===== src/rtl/ex_mem_stage_pkg.sv =====
// ----------------------------------------------------------------------------
// ex_mem_stage_pkg : shared RISC-V funct3 / result-source encodings and widths
// Rev 1.0
// ----------------------------------------------------------------------------
`default_nettype none

package ex_mem_stage_pkg;

  localparam logic [2:0] F3_BEQ  = 3'b000;
  localparam logic [2:0] F3_BNE  = 3'b001;
  localparam logic [2:0] F3_BLT  = 3'b100;
  localparam logic [2:0] F3_BGE  = 3'b101;
  localparam logic [2:0] F3_BLTU = 3'b110;
  localparam logic [2:0] F3_BGEU = 3'b111;

  localparam logic [1:0] RESULT_SRC_ALU = 2'b00;
  localparam logic [1:0] RESULT_SRC_MEM = 2'b01;
  localparam logic [1:0] RESULT_SRC_PC4 = 2'b10;

  localparam int RD_W_DEFAULT = 5;

  // The ALU runs SUB for BEQ/BNE and SLT/SLTU for the ordered compares,
  // so the zero flag and the result LSB are all a branch needs.
  function automatic logic branch_cond(input logic [2:0] funct3,
                                       input logic       zero,
                                       input logic       alu_lsb);
    logic cond;
    cond = 1'b0;
    case (funct3)
      F3_BEQ:           cond = zero;
      F3_BNE:           cond = !zero;
      F3_BLT, F3_BLTU:  cond = alu_lsb;
      F3_BGE, F3_BGEU:  cond = !alu_lsb;
      default:          cond = 1'b0;
    endcase
    return cond;
  endfunction

endpackage

`default_nettype wire


===== src/rtl/ex_mem_stage_branch_unit.sv =====
// ----------------------------------------------------------------------------
// branch_unit : combinational branch/jump taken resolution from ALU flags
// Rev 1.0
// ----------------------------------------------------------------------------
`default_nettype none

module branch_unit
  import ex_mem_stage_pkg::*;
(
  input  logic       jump,
  input  logic       branch,
  input  logic [2:0] funct3,
  input  logic       zero,
  input  logic       alu_lsb,
  output logic       taken
);

  assign taken = jump | (branch & branch_cond(funct3, zero, alu_lsb));

endmodule

`default_nettype wire


===== src/rtl/ex_mem_stage.sv =====
// ----------------------------------------------------------------------------
// ex_mem_stage : EX->MEM pipeline register with valid/ready handshake and
//                branch resolution; EX_MEM_SKID_EN adds a registered-ready skid.
// Rev 1.0
// ----------------------------------------------------------------------------
`default_nettype none

module ex_mem_stage
  import ex_mem_stage_pkg::*;
#(
  parameter int WIDTH = 32,
  parameter int RD_W  = RD_W_DEFAULT
) (
  input  logic             clk,
  input  logic             reset_n,
  input  logic             flush,
  input  logic             in_valid,
  output logic             in_ready,
  input  logic [WIDTH-1:0] in_alu_out,
  input  logic             in_zero,
  input  logic             in_branch,
  input  logic             in_jump,
  input  logic [2:0]       in_funct3,
  input  logic [WIDTH-1:0] in_pc_target,
  input  logic [RD_W-1:0]  in_rd,
  input  logic             in_reg_write,
  input  logic             in_mem_write,
  input  logic [1:0]       in_result_src,
  input  logic [WIDTH-1:0] in_write_data,
  output logic             out_valid,
  input  logic             out_ready,
  output logic [WIDTH-1:0] out_alu_out,
  output logic [RD_W-1:0]  out_rd,
  output logic             out_reg_write,
  output logic             out_mem_write,
  output logic [1:0]       out_result_src,
  output logic [WIDTH-1:0] out_write_data,
  output logic [WIDTH-1:0] out_pc_target,
  output logic             out_pc_src
);

  localparam int PW        = 3*WIDTH + RD_W + 5;
  localparam int TAKEN_BIT = PW - 1;

  logic          taken;
  logic          accept;
  logic [PW-1:0] in_bundle;
  logic [PW-1:0] out_bundle;

  branch_unit u_branch_unit (
    .jump    (in_jump),
    .branch  (in_branch),
    .funct3  (in_funct3),
    .zero    (in_zero),
    .alu_lsb (in_alu_out[0]),
    .taken   (taken)
  );

  assign in_bundle = {taken, in_pc_target, in_write_data, in_result_src,
                      in_mem_write, in_reg_write, in_rd, in_alu_out};
  assign {out_pc_src, out_pc_target, out_write_data, out_result_src,
          out_mem_write, out_reg_write, out_rd, out_alu_out} = out_bundle;

  assign accept = in_valid & in_ready;

`ifdef EX_MEM_SKID_EN
  logic          skid_valid;
  logic [PW-1:0] skid_bundle;

  // Ready depends only on the skid flop, breaking the out_ready->in_ready path.
  assign in_ready = !skid_valid;

  always_ff @(posedge clk or negedge reset_n) begin
    if (!reset_n) begin
      out_valid   <= 1'b0;
      out_bundle  <= '0;
      skid_valid  <= 1'b0;
      skid_bundle <= '0;
    end else if (flush) begin
      out_valid             <= 1'b0;
      out_bundle[TAKEN_BIT] <= 1'b0;
      skid_valid            <= 1'b0;
    end else if (!out_valid || out_ready) begin
      if (skid_valid) begin
        // accept is impossible here since in_ready is low while the skid holds data
        out_valid  <= 1'b1;
        out_bundle <= skid_bundle;
        skid_valid <= 1'b0;
      end else if (accept) begin
        out_valid  <= 1'b1;
        out_bundle <= in_bundle;
      end else begin
        out_valid             <= 1'b0;
        out_bundle[TAKEN_BIT] <= 1'b0;
      end
    end else if (accept) begin
      skid_valid  <= 1'b1;
      skid_bundle <= in_bundle;
    end
  end
`else
  assign in_ready = !out_valid | out_ready;

  always_ff @(posedge clk or negedge reset_n) begin
    if (!reset_n) begin
      out_valid  <= 1'b0;
      out_bundle <= '0;
    end else if (flush) begin
      out_valid             <= 1'b0;
      out_bundle[TAKEN_BIT] <= 1'b0;
    end else if (in_ready) begin
      if (accept) begin
        out_valid  <= 1'b1;
        out_bundle <= in_bundle;
      end else begin
        out_valid             <= 1'b0;
        out_bundle[TAKEN_BIT] <= 1'b0;
      end
    end
  end
`endif

endmodule

`default_nettype wire


===== config.mk =====
export PLATFORM = sky130hd
export DESIGN_NAME = ex_mem_stage
export DESIGN_NICKNAME = d
export VERILOG_FILES = /design/src/rtl/ex_mem_stage_pkg.sv /design/src/rtl/ex_mem_stage_branch_unit.sv /design/src/rtl/ex_mem_stage.sv
export SDC_FILE = /design/constraint.sdc
export NUM_CORES = 1
export LEC_CHECK = 0
export CORE_MARGIN = 2
export CORE_UTILIZATION = 42
export CTS_CLUSTER_SIZE = 20
export DETAILED_ROUTE_END_ITERATION = 8
export PLACE_DENSITY = 0.86
export SETUP_SLACK_MARGIN = 0.1
export SYNTH_ARGS = -nofsm -noshare
export SYNTH_HDL_FRONTEND = slang
export SYNTH_HIERARCHICAL = 1
export SYNTH_SLANG_ARGS = --single-unit

===== constraint.sdc =====
create_clock -name clk -period 2.59 [get_ports clk]
set_input_delay 0.3885 -clock clk [delete_from_list [all_inputs] [get_ports clk]]
set_output_delay 0.3885 -clock clk [all_outputs]
set_load 0.02 [all_outputs]

==> results of run 1 <==
-- through the flow --
step                      instances  setup slack (ns)  total power [mW]
after detailed placement        583             0.445              3.63
after CTS                       597             0.534              4.73
after floorplan                 238             0.930              2.76
final                           597             0.539              4.67
after global routing            597             0.462              4.92
after global placement          583             0.507              3.59
-- cell families (layout without fill, tap and decap cells) --
family / after synthesis / count (layout) / share of synthesized area, %
and+or+nand+nor: 12 / 12 / 1.98
DFF: 107 / 107 / 66.2
AOI/OAI and AO/OA: 2 / 2 / 0.371
muxes: 105 / 105 / 29.2
buffers and inverters: 12 / 242 / 2.29
-- sequential cells by signal (all words and copies together), names as in the netlist --
name        flops
out_valid       1
out_bundle    106
-- per-layer routing --
| metal | up-vias | GRT usage (%) | part of all wire, % |
|---|---|---|---|
| met5 | - | 0 | 0 |
| met4 | 0 | 3.79 | 0.69 |
| met3 | 6 | 8.48 | 11 |
| met2 | 142 | 31.7 | 50 |
| met1 | 1389 | 22.4 | 38 |
| li1 | 1301 | - | - |
-- placed cells by master, fill, tap and decap left out, drive strengths merged --
master         netlist  final
clkinv               0      1
a21oi                1      1
dfrtp              107    107
inv                  1      1
nor3                 2      2
clkbuf               0     10
nor4b                1      1
buf                 11      5
nor3b                2      2
clkdlybuf4s50        0    222
mux2               105    105
bufinv               0      2
nor2b                2      2
nor2                 3      3
nand3                1      1
nand2                1      1
clkinvlp             0      1
a2111oi              1      1
-- final timing paths --
check                           cells after the start              to            from  slack [ns]
worst max-delay path                                4        in_ready       out_ready        0.54
worst min-delay path                                1  out_bundle[85]         reset_n        0.03
worst max register to register                      4  out_bundle[84]       out_valid        0.83
worst min register to register                      1  out_bundle[73]  out_bundle[73]        0.49
max in group asynchronous                           2  out_bundle[38]         reset_n        1.87
min in group clk                                    1  out_bundle[73]  out_bundle[73]        0.49
-- power groups by stage --
stage	Clock, mW	Sequential [mW]	Combinational, mW
finish	1.09	2.09	1.49
global route	1.21	2.13	1.58
CTS	1.13	2.09	1.51
detailed placement	0	2.13	1.51
global placement	0	2.11	1.48
floorplan	0	2.47	0.285
-- cell type report --
cell class / count / area (um2) / area share (%)
clock inverter: 4 / 76.3 / 1.15
tap: 129 / 161 / 2.43
clock buffer: 10 / 138 / 2.08
inverter: 1 / 3.75 / 0.0566
multi-input combinational: 119 / 1280 / 19.3
sequential: 107 / 2680 / 40.4
timing repair buffer: 227 / 2300 / 34.6
-- worst max-delay path, stage by stage --
cell             delay [ns]
clkdlybuf4s50_1        0.41
nor2b_2                0.22
inv_1                  0.09
clkdlybuf4s50_1        0.54
==> reports/summary.txt, run 1 <==
Post-Synthesis Cells -> 238
Slew @ Worst Pin -> 0.595 ns
Share of layout cells above drive strength 1 -> 16.2%
Post-synthesis sequential area ratio -> 66.2%
Tcrit/Tclk final -> 79.2%
Area fraction of the dominant cell type after synthesis -> 66.2%
Synth Net Count -> 354
Arr. time, crit path -> 1.66 ns
YS warnings -> 6
Worst rel slew slack -> 60.3%
VDD IR max -> 467 uV
Yosys top cell by area -> dfrtp_1
Max Slew Vio Count -> 0
Mapped Area -> 4050 um2
Area growth syn-to-layout -> 63.8%
Num CTS Buffers -> 9
Post-synth EDFFs -> 0
Flops & latches, synth -> 107
Clk buf depth -> 2
First-pass GRT wire length -> 15100 um
Clock Power Share -> 23.4%
Average wire per standard cell -> 16.4 um
Final Hold Vio Count -> 0
Async set-reset flop share out of synthesis -> 100%
Switching share of power -> 28.4%
Hold slack -> 0.0301 ns
Core area -> 9280 um2
Sw Pwr -> 1.33 mW
Vias in the first global route -> 2988
Clock Sinks -> 107
Crit path time final -> 2.05 ns
Clock Skew -> 0.00949 ns
Drt total wl -> 9790 um
Filler cells -> 656
WS Path Type -> in2out
Final Util -> 71.4%
H-tree depth -> 3
Post-DP HPWL -> 7600 um
CTS clk-pin slew, worst paths -> 0.10 ns
Status -> finished clean
Die area -> 10400 um2
PwrDens -> 705 nW/um2
Root buffer cell -> clkbuf_8
Seq pwr share -> 44.7%
Hold buffers post-CTS -> 0
Post-route DRC -> 0
Crit. End Element -> primary output
Distinct cells, synth -> 18
Finished Cell Area -> 6630 um2
RSZ-0062 raised after global routing -> false
DR pass1 iterations -> 4
Routability cong. -> 0.721
Grt total ovfl -> 0
Placed cell area -> 6420 um2
Syn_area_per_cell -> 17.0 um2
Die width -> 102 um
# diodes -> 0
TritonCTS clock tree -> yes
Antenna Nets Post-Route -> 0
Max Cap Violations -> 0
DIE HEIGHT -> 102 um
Initial core utilization -> 43.6%
Largest net degree at the start of global routing -> 67
Most common cell in the netlist -> dfrtp_1
Worst min-delay path category -> in2async
IO buf count -> 223
Max frequency -> 487 MHz
Combinational fraction of design power -> 31.9%
Critical Path Fanout Max -> 4
Total negative slack -> 0 ns
Number of DRC markers in iteration 0 -> 36
Latest clock arrival within the worst-skew pair -> 0.35 ns
Final setup fails -> 0
Top post-synthesis cells by area -> dfrtp_1 66%, mux2_2 15%, mux2_1 14%
NumNets Final -> 581
# IOs -> 224
FP Rows -> 35
Synth top cells by count -> 107 x dfrtp_1, 55 x mux2_2, 50 x mux2_1, 5 x buf_2, 5 x buf_6
Overall routing resource usage -> 18.8%
LEAKAGE -> 2.70 nW
Via count -> 2838
Internal power -> 3.34 mW
Required time of the worst setup path -> 2.20 ns
DR vias/cell -> 4.75
PostCTS Resize Cnt -> 0
Initial antenna violation count -> 0
Worst setup SP type -> primary input
Post-synth top flop -> dfrtp_1
# Post-CTS Setup Buffers -> 0
Note: power is estimated with default switching activity, not from simulation.
==> inputs of run 2 (changes only) <==
CORE_UTILIZATION = 39   (was 42)
PLACE_DENSITY = 0.81   (was 0.86)
clock period = 1.9 ns   (was 2.59 ns; I/O delays follow)
==> run 2 against run 1 <==
Wire length up 1.2%. Setup slack worse by 0.28 ns. Power grew 36%. First-iteration DRC count grew 110%. Largest cell class unchanged. Critical path depth shrank 3. Largest power group unchanged. Register-to-register slack got worse by 0.53 ns. Flip-flop and latch count is the same. Final cell count increased by 2.8%. Worst hold slack gained 0.37 ns.
==> reports/summary.txt, run 2 (synthesis gave the netlist of run 1 again) <==
Grt total ovfl -> 0 (unchanged)
Post-Layout Cell Count -> 614 (+2.8%)
Antenna Nets Post-Route -> 0 (unchanged)
Most common library cell in the layout ignoring fill and taps -> clkdlybuf4s50_1
IO buf count -> 223 (unchanged)
Post-route DRC -> 0 (unchanged)
Clock Power Share -> 22.8% (-0.6 points)
Hold slack -> 0.397 ns (+0.367 ns)
Status -> finished clean
Setup ws final -> 0.254 ns (-0.285 ns)
DR pass1 iterations -> 4 (unchanged)
Max reg flops -> 106 (unchanged)
CTS clk-pin slew, worst paths -> 0.11 ns (about the same)
Tcrit/Tclk final -> 86.6%
Drt total wl -> 9910 um (+1.2%)
Worst min-delay path category -> in2async
Total power -> 6.36 mW (+36%)
Internal power -> 4.48 mW (+34%)
Worst setup SP type -> register
Initial antenna violation count -> 0 (unchanged)
Die area -> 11200 um2 (+7.4%)
Share of layout cells above drive strength 1 -> 17.6% (+1.3 points)
Number of DRC markers in iteration 0 -> 76 (+110%)
Switching share of power -> 29.6% (+1.1 points)
Seq pwr share -> 44.8% (about the same)
Sw Pwr -> 1.88 mW (+41%)
DR vias/cell -> 4.63 (-2.6%)
Biggest regs -> out_bundle x106, out_valid x1
Crit path time final -> 1.65 ns
Max Cap Violations -> 0 (unchanged)
Placed cell area -> 6520 um2 (+1.5%)
Critical-path top delay cell -> clkdlybuf4s50_1
LEAKAGE -> 2.75 nW (+1.9%)
Worst path cell trace -> clkdlybuf4s50_1
Clk buf depth -> 2 (unchanged)
Finished Cell Area -> 6730 um2 (+1.5%)
H-tree depth -> 3 (unchanged)
DIE HEIGHT -> 106 um (+3.6%)
Die width -> 106 um (+3.6%)
Pre-CTS setup slack -> -0.0258 ns (-0.470 ns)
Root buffer cell -> clkbuf_8
Crit. End Element -> primary output
Area growth syn-to-layout -> 66.4%
RSZ-0062 raised after global routing -> false
Slew @ Worst Pin -> 0.364 ns (-0.231 ns)
Average wire per standard cell -> 16.1 um (-1.6%)
Combinational fraction of design power -> 32.4% (+0.5 points)
TritonCTS clock tree -> yes
Placed cells -> 597 (+2.4%)
Most frequent cells in the layout -> 221 x clkdlybuf4s50_1, 107 x dfrtp_1, 55 x mux2_2, 50 x mux2_1, 10 x clkbuf_8
Final setup fails -> 0 (unchanged)
Crit-path max cell delay -> 0.63 ns (+0.09 ns)
Largest net degree at the start of global routing -> 58 (-13%)
Critical Path Fanout Max -> 2 (-2)
FP Rows -> 37 (+5.7%)
Final Hold Vio Count -> 0 (unchanged)
Arr. time, crit path -> 1.36 ns (-0.30 ns)
Max Slew Vio Count -> 0 (unchanged)
Via count -> 2844 (+0.21%)
First-pass GRT wire length -> 15500 um (+2.9%)
Top delay family on crit path -> buffers and inverters
Routability cong. -> 0.703 (-2.5%)
Vias in the first global route -> 3174 (+6.2%)
# diodes -> 0 (unchanged)
Biggest register -> out_bundle
Worst rel slew slack -> 75.7% (+15 points)
Required time of the worst setup path -> 1.62 ns (-0.58 ns)
Post-DP HPWL -> 7830 um (+3.1%)
NumNets Final -> 589 (+1.4%)
# IOs -> 224 (unchanged)
Max frequency -> 608 MHz
Clock Skew -> 0.0101 ns (+0.000576 ns)
Latest clock arrival within the worst-skew pair -> 0.35 ns (about the same)
Buf/Inv on CP -> 1 (-2)
PwrDens -> 944 nW/um2 (+34%)
Initial core utilization -> 39.7% (-3.9 points)
Num CTS Buffers -> 9 (unchanged)
Overall routing resource usage -> 17.7% (-1.0 points)
Core area -> 10200 um2 (+9.7%)
WS Path Type -> reg2out
VDD IR max -> 514 uV (+10%)
Clock Sinks -> 107 (unchanged)
## run 2: area by class of cell
class | count | area [um2]
clock inverters | 5 | 67.6
well taps | 136 | 170
repair buffers | 235 | 2400
clock buffers | 11 | 141
fillers | 762 | 3450
flip-flops and latches | 107 | 2680
multi-input cells | 119 | 1280
inverters | 1 | 3.75
## run 2: final timing paths
check,start,to,slack (ns),cells after the start
max,out_bundle[43],out_write_data[2],0.25,1
min,reset_n,out_bundle[87],0.40,2
max reg2reg,out_valid,out_bundle[29],0.30,5
min reg2reg,out_bundle[58],out_bundle[58],0.49,1
max in group asynchronous,reset_n,out_bundle[60],0.88,3
min in group clk,out_bundle[58],out_bundle[58],0.49,1
## run 2: what timing repair did
item	CTS	global route
hold buffers	1	0
gates resized for setup	1	0
setup buffers	0	0
endpoints found under the hold margin	25	0
endpoints found under the setup margin	1	0
## run 2: stage by stage
step	setup TNS (ns)	util (%)
floorplan	0	-
global placement	-0.0739	64.0
detailed placement	-0.429	64.0
CTS	0	66.1
global route	0	66.1
finish	0	66.1
## run 2: routing by layer
layer  part of all wire [%]  track usage (%)  wire, um
met4                    2.1             6.77       206
met1                     36             19.1      3600
met2                     53             32.2      5220
met5                      0                0         0
met3                    8.8             5.81       876
## run 2: power by group through the flow
| stage | sequential (mW) | clock (mW) | combinational [mW] |
|---|---|---|---|
| after detailed placement | 2.90 | 0 | 2.09 |
| after floorplan | 3.37 | 0 | 0.389 |
| after global routing | 2.90 | 1.58 | 2.17 |
| final | 2.85 | 1.45 | 2.06 |
| after CTS | 2.86 | 1.50 | 2.09 |
| after global placement | 2.87 | 0 | 2.05 |
==> inputs of run 3 (changes only) <==
GPL_ROUTABILITY_DRIVEN = 0   (was not set)
==> results of run 3 <==
Final layout, timing and power as in run 2 (identical DEF).
